File: src/rtl/lock_controller.sv
// lock_controller: top-level sequencing FSM for the smart lock.
//
// Collects four hex keypad digits into a 16-bit entry, hands the entry and the
// stored password to the password checker, and acts on the result: an unlock
// hold window on a match, consecutive-failure counting and a lockout alarm on
// repeated mismatches or checker timeouts.
//
// Ports:
//   i_clk          system clock, rising edge
//   i_reset        synchronous active-high reset
//   i_key_valid    one-cycle pulse, i_key_code carries a new digit
//   i_key_code     digit value 0x0..0xF
//   i_key_enter    one-cycle pulse, submit the entry
//   i_key_clear    one-cycle pulse, discard the partial entry
//   o_chk_start    one-cycle start pulse to the checker
//   o_chk_data1    entered password, stable while the check is in flight
//   o_chk_data2    stored password, stable while the check is in flight
//   i_chk_finish   checker done, i_chk_match valid in the same cycle
//   i_chk_match    checker result
//   o_unlock       lock actuator drive
//   o_alarm        lockout indicator
//   o_busy         high while a check is being started or awaited
//   o_fail_count   current consecutive failures
//   o_pw_changed   one-cycle pulse when the stored password is updated
//
// Build option: define PW_CHANGE_EN to allow a new password to be entered
// while unlocked. Without it the stored password is the constant DEFAULT_PW.
module lock_controller #(
  parameter int unsigned UNLOCK_CYCLES  = 100,
  parameter int unsigned LOCKOUT_CYCLES = 1000,
  parameter int unsigned MAX_FAILS      = 3,
  parameter int unsigned CHK_TIMEOUT    = 15,
  parameter logic [15:0] DEFAULT_PW     = 16'h1234
) (
  input  logic        i_clk,
  input  logic        i_reset,
  input  logic        i_key_valid,
  input  logic [3:0]  i_key_code,
  input  logic        i_key_enter,
  input  logic        i_key_clear,
  output logic        o_chk_start,
  output logic [15:0] o_chk_data1,
  output logic [15:0] o_chk_data2,
  input  logic        i_chk_finish,
  input  logic        i_chk_match,
  output logic        o_unlock,
  output logic        o_alarm,
  output logic        o_busy,
  output logic [1:0]  o_fail_count,
  output logic        o_pw_changed
);

  // One hold counter serves all timed states, so size it for the longest.
  localparam int unsigned CntMaxA = (UNLOCK_CYCLES > LOCKOUT_CYCLES) ? UNLOCK_CYCLES
                                                                     : LOCKOUT_CYCLES;
  localparam int unsigned CntMax  = (CntMaxA > CHK_TIMEOUT) ? CntMaxA : CHK_TIMEOUT;
  localparam int unsigned CntW    = $clog2(CntMax + 1);

  localparam logic [CntW-1:0] CntOne    = CntW'(1);
  localparam logic [CntW-1:0] UnlockLd  = CntW'(UNLOCK_CYCLES);
  localparam logic [CntW-1:0] LockoutLd = CntW'(LOCKOUT_CYCLES);
  localparam logic [CntW-1:0] ChkLd     = CntW'(CHK_TIMEOUT);
  localparam logic [1:0]      MaxFails  = 2'(MAX_FAILS);

  typedef enum logic [2:0] {
    StIdle,
    StEntry,
    StCheckStart,
    StCheckWait,
    StUnlocked,
    StLockout
  } state_e;

  state_e          r_state;
  logic [15:0]     r_buf;
  logic [2:0]      r_dcnt;
  logic [CntW-1:0] r_cnt;
  logic [1:0]      r_fail_count;
  logic            r_chk_start;
  logic [15:0]     r_chk_data1;
  logic [15:0]     r_chk_data2;
  logic            r_unlock;
  logic            r_alarm;
  logic            r_busy;

  logic [15:0]     w_stored_pw;
  logic [15:0]     w_buf_shift;
  logic [2:0]      w_dcnt_inc;
  logic [1:0]      w_fail_inc;
  logic            w_dcnt_full;

  assign w_buf_shift = {r_buf[11:0], i_key_code};
  assign w_dcnt_inc  = r_dcnt + 3'd1;
  assign w_fail_inc  = r_fail_count + 2'd1;
  assign w_dcnt_full = (r_dcnt == 3'd4);

`ifdef PW_CHANGE_EN
  logic [15:0] r_stored_pw;
  logic        r_pw_changed;
  assign w_stored_pw  = r_stored_pw;
  assign o_pw_changed = r_pw_changed;
`else
  assign w_stored_pw  = DEFAULT_PW;
  assign o_pw_changed = 1'b0;
`endif

  always_ff @(posedge i_clk) begin
    if (i_reset) begin
      r_state      <= StIdle;
      r_buf        <= '0;
      r_dcnt       <= '0;
      r_cnt        <= '0;
      r_fail_count <= '0;
      r_chk_start  <= 1'b0;
      r_chk_data1  <= '0;
      r_chk_data2  <= '0;
      r_unlock     <= 1'b0;
      r_alarm      <= 1'b0;
      r_busy       <= 1'b0;
`ifdef PW_CHANGE_EN
      r_stored_pw  <= DEFAULT_PW;
      r_pw_changed <= 1'b0;
`endif
    end else begin
      r_chk_start <= 1'b0;
`ifdef PW_CHANGE_EN
      r_pw_changed <= 1'b0;
`endif
      unique case (r_state)
        StIdle: begin
          // A clear or enter in the same cycle outranks the digit.
          if (i_key_valid && !i_key_enter && !i_key_clear) begin
            r_buf   <= {12'h000, i_key_code};
            r_dcnt  <= 3'd1;
            r_state <= StEntry;
          end
        end

        StEntry: begin
          if (i_key_clear) begin
            r_buf   <= '0;
            r_dcnt  <= '0;
            r_state <= StIdle;
          end else if (i_key_enter) begin
            if (w_dcnt_full) begin
              r_chk_data1 <= r_buf;
              r_chk_data2 <= w_stored_pw;
              r_chk_start <= 1'b1;
              r_busy      <= 1'b1;
              r_state     <= StCheckStart;
            end else begin
              r_state <= StIdle;
            end
            r_buf  <= '0;
            r_dcnt <= '0;
          end else if (i_key_valid && !w_dcnt_full) begin
            r_buf  <= w_buf_shift;
            r_dcnt <= w_dcnt_inc;
          end
        end

        StCheckStart: begin
          r_cnt   <= ChkLd;
          r_state <= StCheckWait;
        end

        StCheckWait: begin
          if (i_chk_finish && i_chk_match) begin
            r_fail_count <= '0;
            r_unlock     <= 1'b1;
            r_cnt        <= UnlockLd;
            r_busy       <= 1'b0;
            r_state      <= StUnlocked;
          end else if (i_chk_finish || (r_cnt == CntOne)) begin
            // Explicit mismatch or timeout both count as a failed attempt.
            r_fail_count <= w_fail_inc;
            r_busy       <= 1'b0;
            if (w_fail_inc == MaxFails) begin
              r_alarm <= 1'b1;
              r_cnt   <= LockoutLd;
              r_state <= StLockout;
            end else begin
              r_state <= StIdle;
            end
          end else begin
            r_cnt <= r_cnt - CntOne;
          end
        end

        StUnlocked: begin
`ifdef PW_CHANGE_EN
          if (i_key_enter && !i_key_clear && w_dcnt_full) begin
            r_stored_pw  <= r_buf;
            r_pw_changed <= 1'b1;
            r_unlock     <= 1'b0;
            r_buf        <= '0;
            r_dcnt       <= '0;
            r_state      <= StIdle;
          end else if (r_cnt == CntOne) begin
            // Window expired: any partial new password is discarded.
            r_unlock <= 1'b0;
            r_buf    <= '0;
            r_dcnt   <= '0;
            r_state  <= StIdle;
          end else begin
            r_cnt <= r_cnt - CntOne;
            if (i_key_clear) begin
              r_buf  <= '0;
              r_dcnt <= '0;
            end else if (i_key_valid && !i_key_enter && !w_dcnt_full) begin
              r_buf  <= w_buf_shift;
              r_dcnt <= w_dcnt_inc;
            end
          end
`else
          if (r_cnt == CntOne) begin
            r_unlock <= 1'b0;
            r_state  <= StIdle;
          end else begin
            r_cnt <= r_cnt - CntOne;
          end
`endif
        end

        StLockout: begin
          if (r_cnt == CntOne) begin
            r_alarm      <= 1'b0;
            r_fail_count <= '0;
            r_state      <= StIdle;
          end else begin
            r_cnt <= r_cnt - CntOne;
          end
        end

        default: r_state <= StIdle;
      endcase
    end
  end

  assign o_chk_start  = r_chk_start;
  assign o_chk_data1  = r_chk_data1;
  assign o_chk_data2  = r_chk_data2;
  assign o_unlock     = r_unlock;
  assign o_alarm      = r_alarm;
  assign o_busy       = r_busy;
  assign o_fail_count = r_fail_count;

endmodule
File: config.mk
export PLATFORM = sky130hd
export DESIGN_NAME = lock_controller
export DESIGN_NICKNAME = d
export VERILOG_FILES = /design/src/rtl/lock_controller.sv
export SDC_FILE = /design/constraint.sdc
export NUM_CORES = 1
export LEC_CHECK = 0
export CORE_MARGIN = 2
export CORE_UTILIZATION = 48
export CTS_BUF_LIST = sky130_fd_sc_hd__clkbuf_4 sky130_fd_sc_hd__clkbuf_8
export DETAILED_ROUTE_END_ITERATION = 10
export MAX_ROUTING_LAYER = met4
export PLACE_DENSITY = 0.76
export SLEW_MARGIN = 10
export SYNTH_ARGS = -nofsm -noshare
export SYNTH_HDL_FRONTEND = slang
export SYNTH_SLANG_ARGS = --single-unit
export TNS_END_PERCENT = 10
File: constraint.sdc
create_clock -name i_clk -period 2.1 [get_ports i_clk]
set_input_delay 0.21 -clock i_clk [delete_from_list [all_inputs] [get_ports i_clk]]
set_output_delay 0.21 -clock i_clk [all_outputs]
set_load 0.02 [all_outputs]
==> out/results.txt, run 1 <==
initial antenna violation count = 0
H-Tree Depth = 2
worst r2r src = r_cnt[0]$_SDFFE_PP0P_
grt ovf = 0
Initial Utilization = 0.488
Post-Layout Inst Area = 0.00335 mm^2
ys async rst share = 0
GRT Total Usage = 0.224
Top delay family on crit path = simple AND/OR/NAND/NOR gates
Hold EP = r_buf[12]$_SDFFE_PP0P_
PortBufs = 37
clk sinks = 55
Yosys reg bits = 55
Post-CTS Hold Fix Bufs = 0
unique cell type count in the Yosys netlist = 57
hpwl dp = 4500 um
R2R Setup Slk = -0.03 ns
Pre-Repair DR Iteration Count = 4
slowest cell on the critical path = or4_4
CTS max path bufs = 2
Die Height = 78.2 um
Crit path largest cell delay = 0.50 ns
IO Count = 50
Gate Count Post-Synth = 333
Max Cap Viol = 0
critical path type = flip-flop to flip-flop
status = complete, but fails checks
Reg clk slew, reported paths = 0.11 ns
Post-route DRC = 0
worst path cell trace = buf_6 -> inv_4 -> ha_4 -> or4b_4 -> or4_4 -> a21oi_4 -> a21boi_2 -> o22a_1
fraction of layout cells with a size suffix above 1 = 0.151
worst rel slew slack = 0.607
# rows = 27
vias per cell = 5.48
sequential cell area fraction in the yosys report = 0.417
Power Density = 563 mW/mm^2
fmax = 470 MHz
Area Overhead vs Synth = 26.9%
setup ws final = -0.0278 ns
Chip Width = 78.2 um
WP data arrival = 2.34 ns
final clock skew = 0.00839 ns
die area = 0.00611 mm^2
nets@finish = 406
yosys warns = 0
CP max FO = 4
Slew @ Worst Pin = 0.584 ns
CORE AREA = 0.00541 mm^2
placed standard-cell area = 0.00319 mm^2
Syn Area/Cell = 7.93 um^2
EDFF count, synth = 0
FILL cells = 489
number of global-route vias before repair = 2392
synthesized area = 0.00264 mm^2
total CTS buffers = 5
Data required, critical path = 2.31 ns
hold depth = 2
first-pass GRT wire length = 10800 um
leakage = 1.24 nW
Via Count = 2537
Tightest Hold Check Type = flip-flop to flip-flop
setup violators final = 2
Max Slew Vio Count = 0
Placer Congestion = 0.935
CTS tree = yes
Post-Layout Cell Count = 463
R2R Path End = r_cnt[8]$_SDFFE_PP0P_
Worst Reg-to-Reg Cells = 8
Antenna Cells = 0
Cells after DPL = 452
Hold Vio Cnt, Final = 0
RSZ-0062 raised after global routing = true
routed length per instance = 13.8 um
Tcrit/Tclk final = 1.01
Worst setup EP type = flip-flop
min cycle time layout = 2.13 ns
pin count of the biggest net entering global routing = 23
crit path launch = r_cnt[0]$_SDFFE_PP0P_
CP bufs+invs = 2
Post-Route WL = 6380 um
Setup crit start kind = flip-flop
clk root buf = clkbuf_8
Initial DRC Count = 132
VDD IR max = 280 uV
Antenna Nets Post-Route = 0
Post-synth top flop = dfxtp_1
worst hold start = r_buf[12]$_SDFFE_PP0P_
later-pin clock latency in the skew report = 0.31 ns
failing checks = negative setup slack
==> cells in the mapped netlist (2+ instances only) <==
master     n  area share
nor2_1    19       0.027
o31ai_1    2      0.0057
o21ai_0   16       0.030
o21a_1     5       0.014
ha_1       5       0.024
a211oi_1   2      0.0057
a21oi_1   46       0.087
nand3_1   22       0.042
nand2_1   61       0.087
and3_1     5       0.012
dfxtp_1   55        0.42
inv_1     11       0.016
a31oi_1    6       0.014
buf_2      3      0.0057
o32ai_1    2      0.0066
a21boi_0   2      0.0057
nor3_1     5      0.0095
or3b_2     2      0.0066
buf_4     17       0.048
nor2b_1    2      0.0047
o22a_1     2      0.0066
clkbuf_1   8       0.011
==> logic make-up after synthesis <==
logic type / Yosys count / synth area share
compound gates: 98 / 0.232
other cells: 1 / 0.00142
fa+ha+maj: 5 / 0.0237
simple gates: 132 / 0.235
flops: 55 / 0.417
buf+inv: 42 / 0.0905
==> per-layer routing <==
metal	global-route usage	routed length [um]	up-vias
li1	-	-	1262
met1	0.290	3000	1222
met2	0.356	3040	49
met3	0.0287	286	4
met4	0.0930	46	0
met5	-	0	-
==> report_power, final <==
part | total (mW) | internal [mW] | switching (mW)
Sequential | 1.07 | 1.06 | 0.0152
Clock | 0.615 | 0.242 | 0.373
Combinational | 0.200 | 0.0760 | 0.124
Total | 1.89 | 1.37 | 0.512
==> timing repair <==
item	in CTS	in global routing
gates cloned	1	0
endpoints found under the setup margin	5	7
pin swaps	4	5
gates resized for setup	6	7
buffers inserted	0	2
==> stage by stage <==
step                       util  TNS (ns)  hold slack [ns]  total power [mW]  worst slack [ns]
after global routing      0.620    -0.275            0.476              1.96           -0.0995
after detailed placement  0.591    -0.832            0.445              1.29            -0.184
after floorplan               -         0            0.362              1.23            0.0185
after CTS                 0.612   -0.0293            0.456              1.90           -0.0154
after global placement    0.591    -0.731            0.439              1.29            -0.156
final                     0.620   -0.0354            0.459              1.89           -0.0278
==> how the worst max path moves through the flow <==
stage / to / slack [ns] / cells after the start
after floorplan: r_cnt[6]$_SDFFE_PP0P_ / 0.02 / 8
final: r_cnt[8]$_SDFFE_PP0P_ / -0.03 / 8
after global placement: r_cnt[9]$_SDFFE_PP0P_ / -0.16 / 6
after global routing: r_cnt[9]$_SDFFE_PP0P_ / -0.1 / 7
after detailed placement: r_cnt[9]$_SDFFE_PP0P_ / -0.18 / 6
after CTS: r_cnt[9]$_SDFFE_PP0P_ / -0.02 / 7
==> layout make-up <==
type | instances | area, um^2 | area share
inverters | 11 | 43.8 | 0.0131
clock buffers | 5 | 68.8 | 0.0205
repair buffers | 69 | 627 | 0.187
multi-input cells | 248 | 1390 | 0.416
flip-flops and latches | 55 | 1100 | 0.329
well taps | 72 | 90.1 | 0.0269
clock inverters | 3 | 23.8 | 0.00710
==> layout by cell type (no fill, tap or decap), drive strengths merged, types with 2 or more instances in the layout <==
master          n
nand2          61
dfxtp          55
a21oi          47
clkdlybuf4s50  37
buf            32
nand3          22
nor2           19
o21ai          16
conb           12
inv            12
a31oi           6
nor3            5
and3            5
o21a            5
clkbuf          5
ha              5
nor2b           2
o31ai           2
o22a            2
a2111oi         2
a211oi          2
o32ai           2
or4             2
or3             2
or3b            2
nor4            2
o32a            2
a21boi          2
or2             2
==> flip-flops by register name, summed over array words and instances, names as in the netlist <==
signal,count
r_cnt,10
o_alarm,1
o_busy,1
o_chk_data2,1
r_dcnt,3
o_chk_start,1
o_unlock,1
o_fail_count,2
r_state,3
r_buf,16
o_chk_data1,16
==> tightest hold or removal path: cells and delay by family (launching register included) <==
family           cells  cell delay [ns]
flip-flops           1             0.32
AO/OA/AOI/OAI        1             0.05
AND/OR/NAND/NOR      1             0.05
No activity file was read; power rests on OpenSTA's default activity.
==> run 2, diff against run 1 <==
--- a/config.mk
+++ b/config.mk
@@ -8,6 +8,7 @@
 export CORE_MARGIN = 2
 export CORE_UTILIZATION = 48
 export CTS_BUF_LIST = sky130_fd_sc_hd__clkbuf_4 sky130_fd_sc_hd__clkbuf_8
+export CTS_CLUSTER_DIAMETER = 100
 export DETAILED_ROUTE_END_ITERATION = 10
 export MAX_ROUTING_LAYER = met4
 export PLACE_DENSITY = 0.76
==> results of run 2 <==
The final DEF is identical to that of run 1; final timing and power are the same.
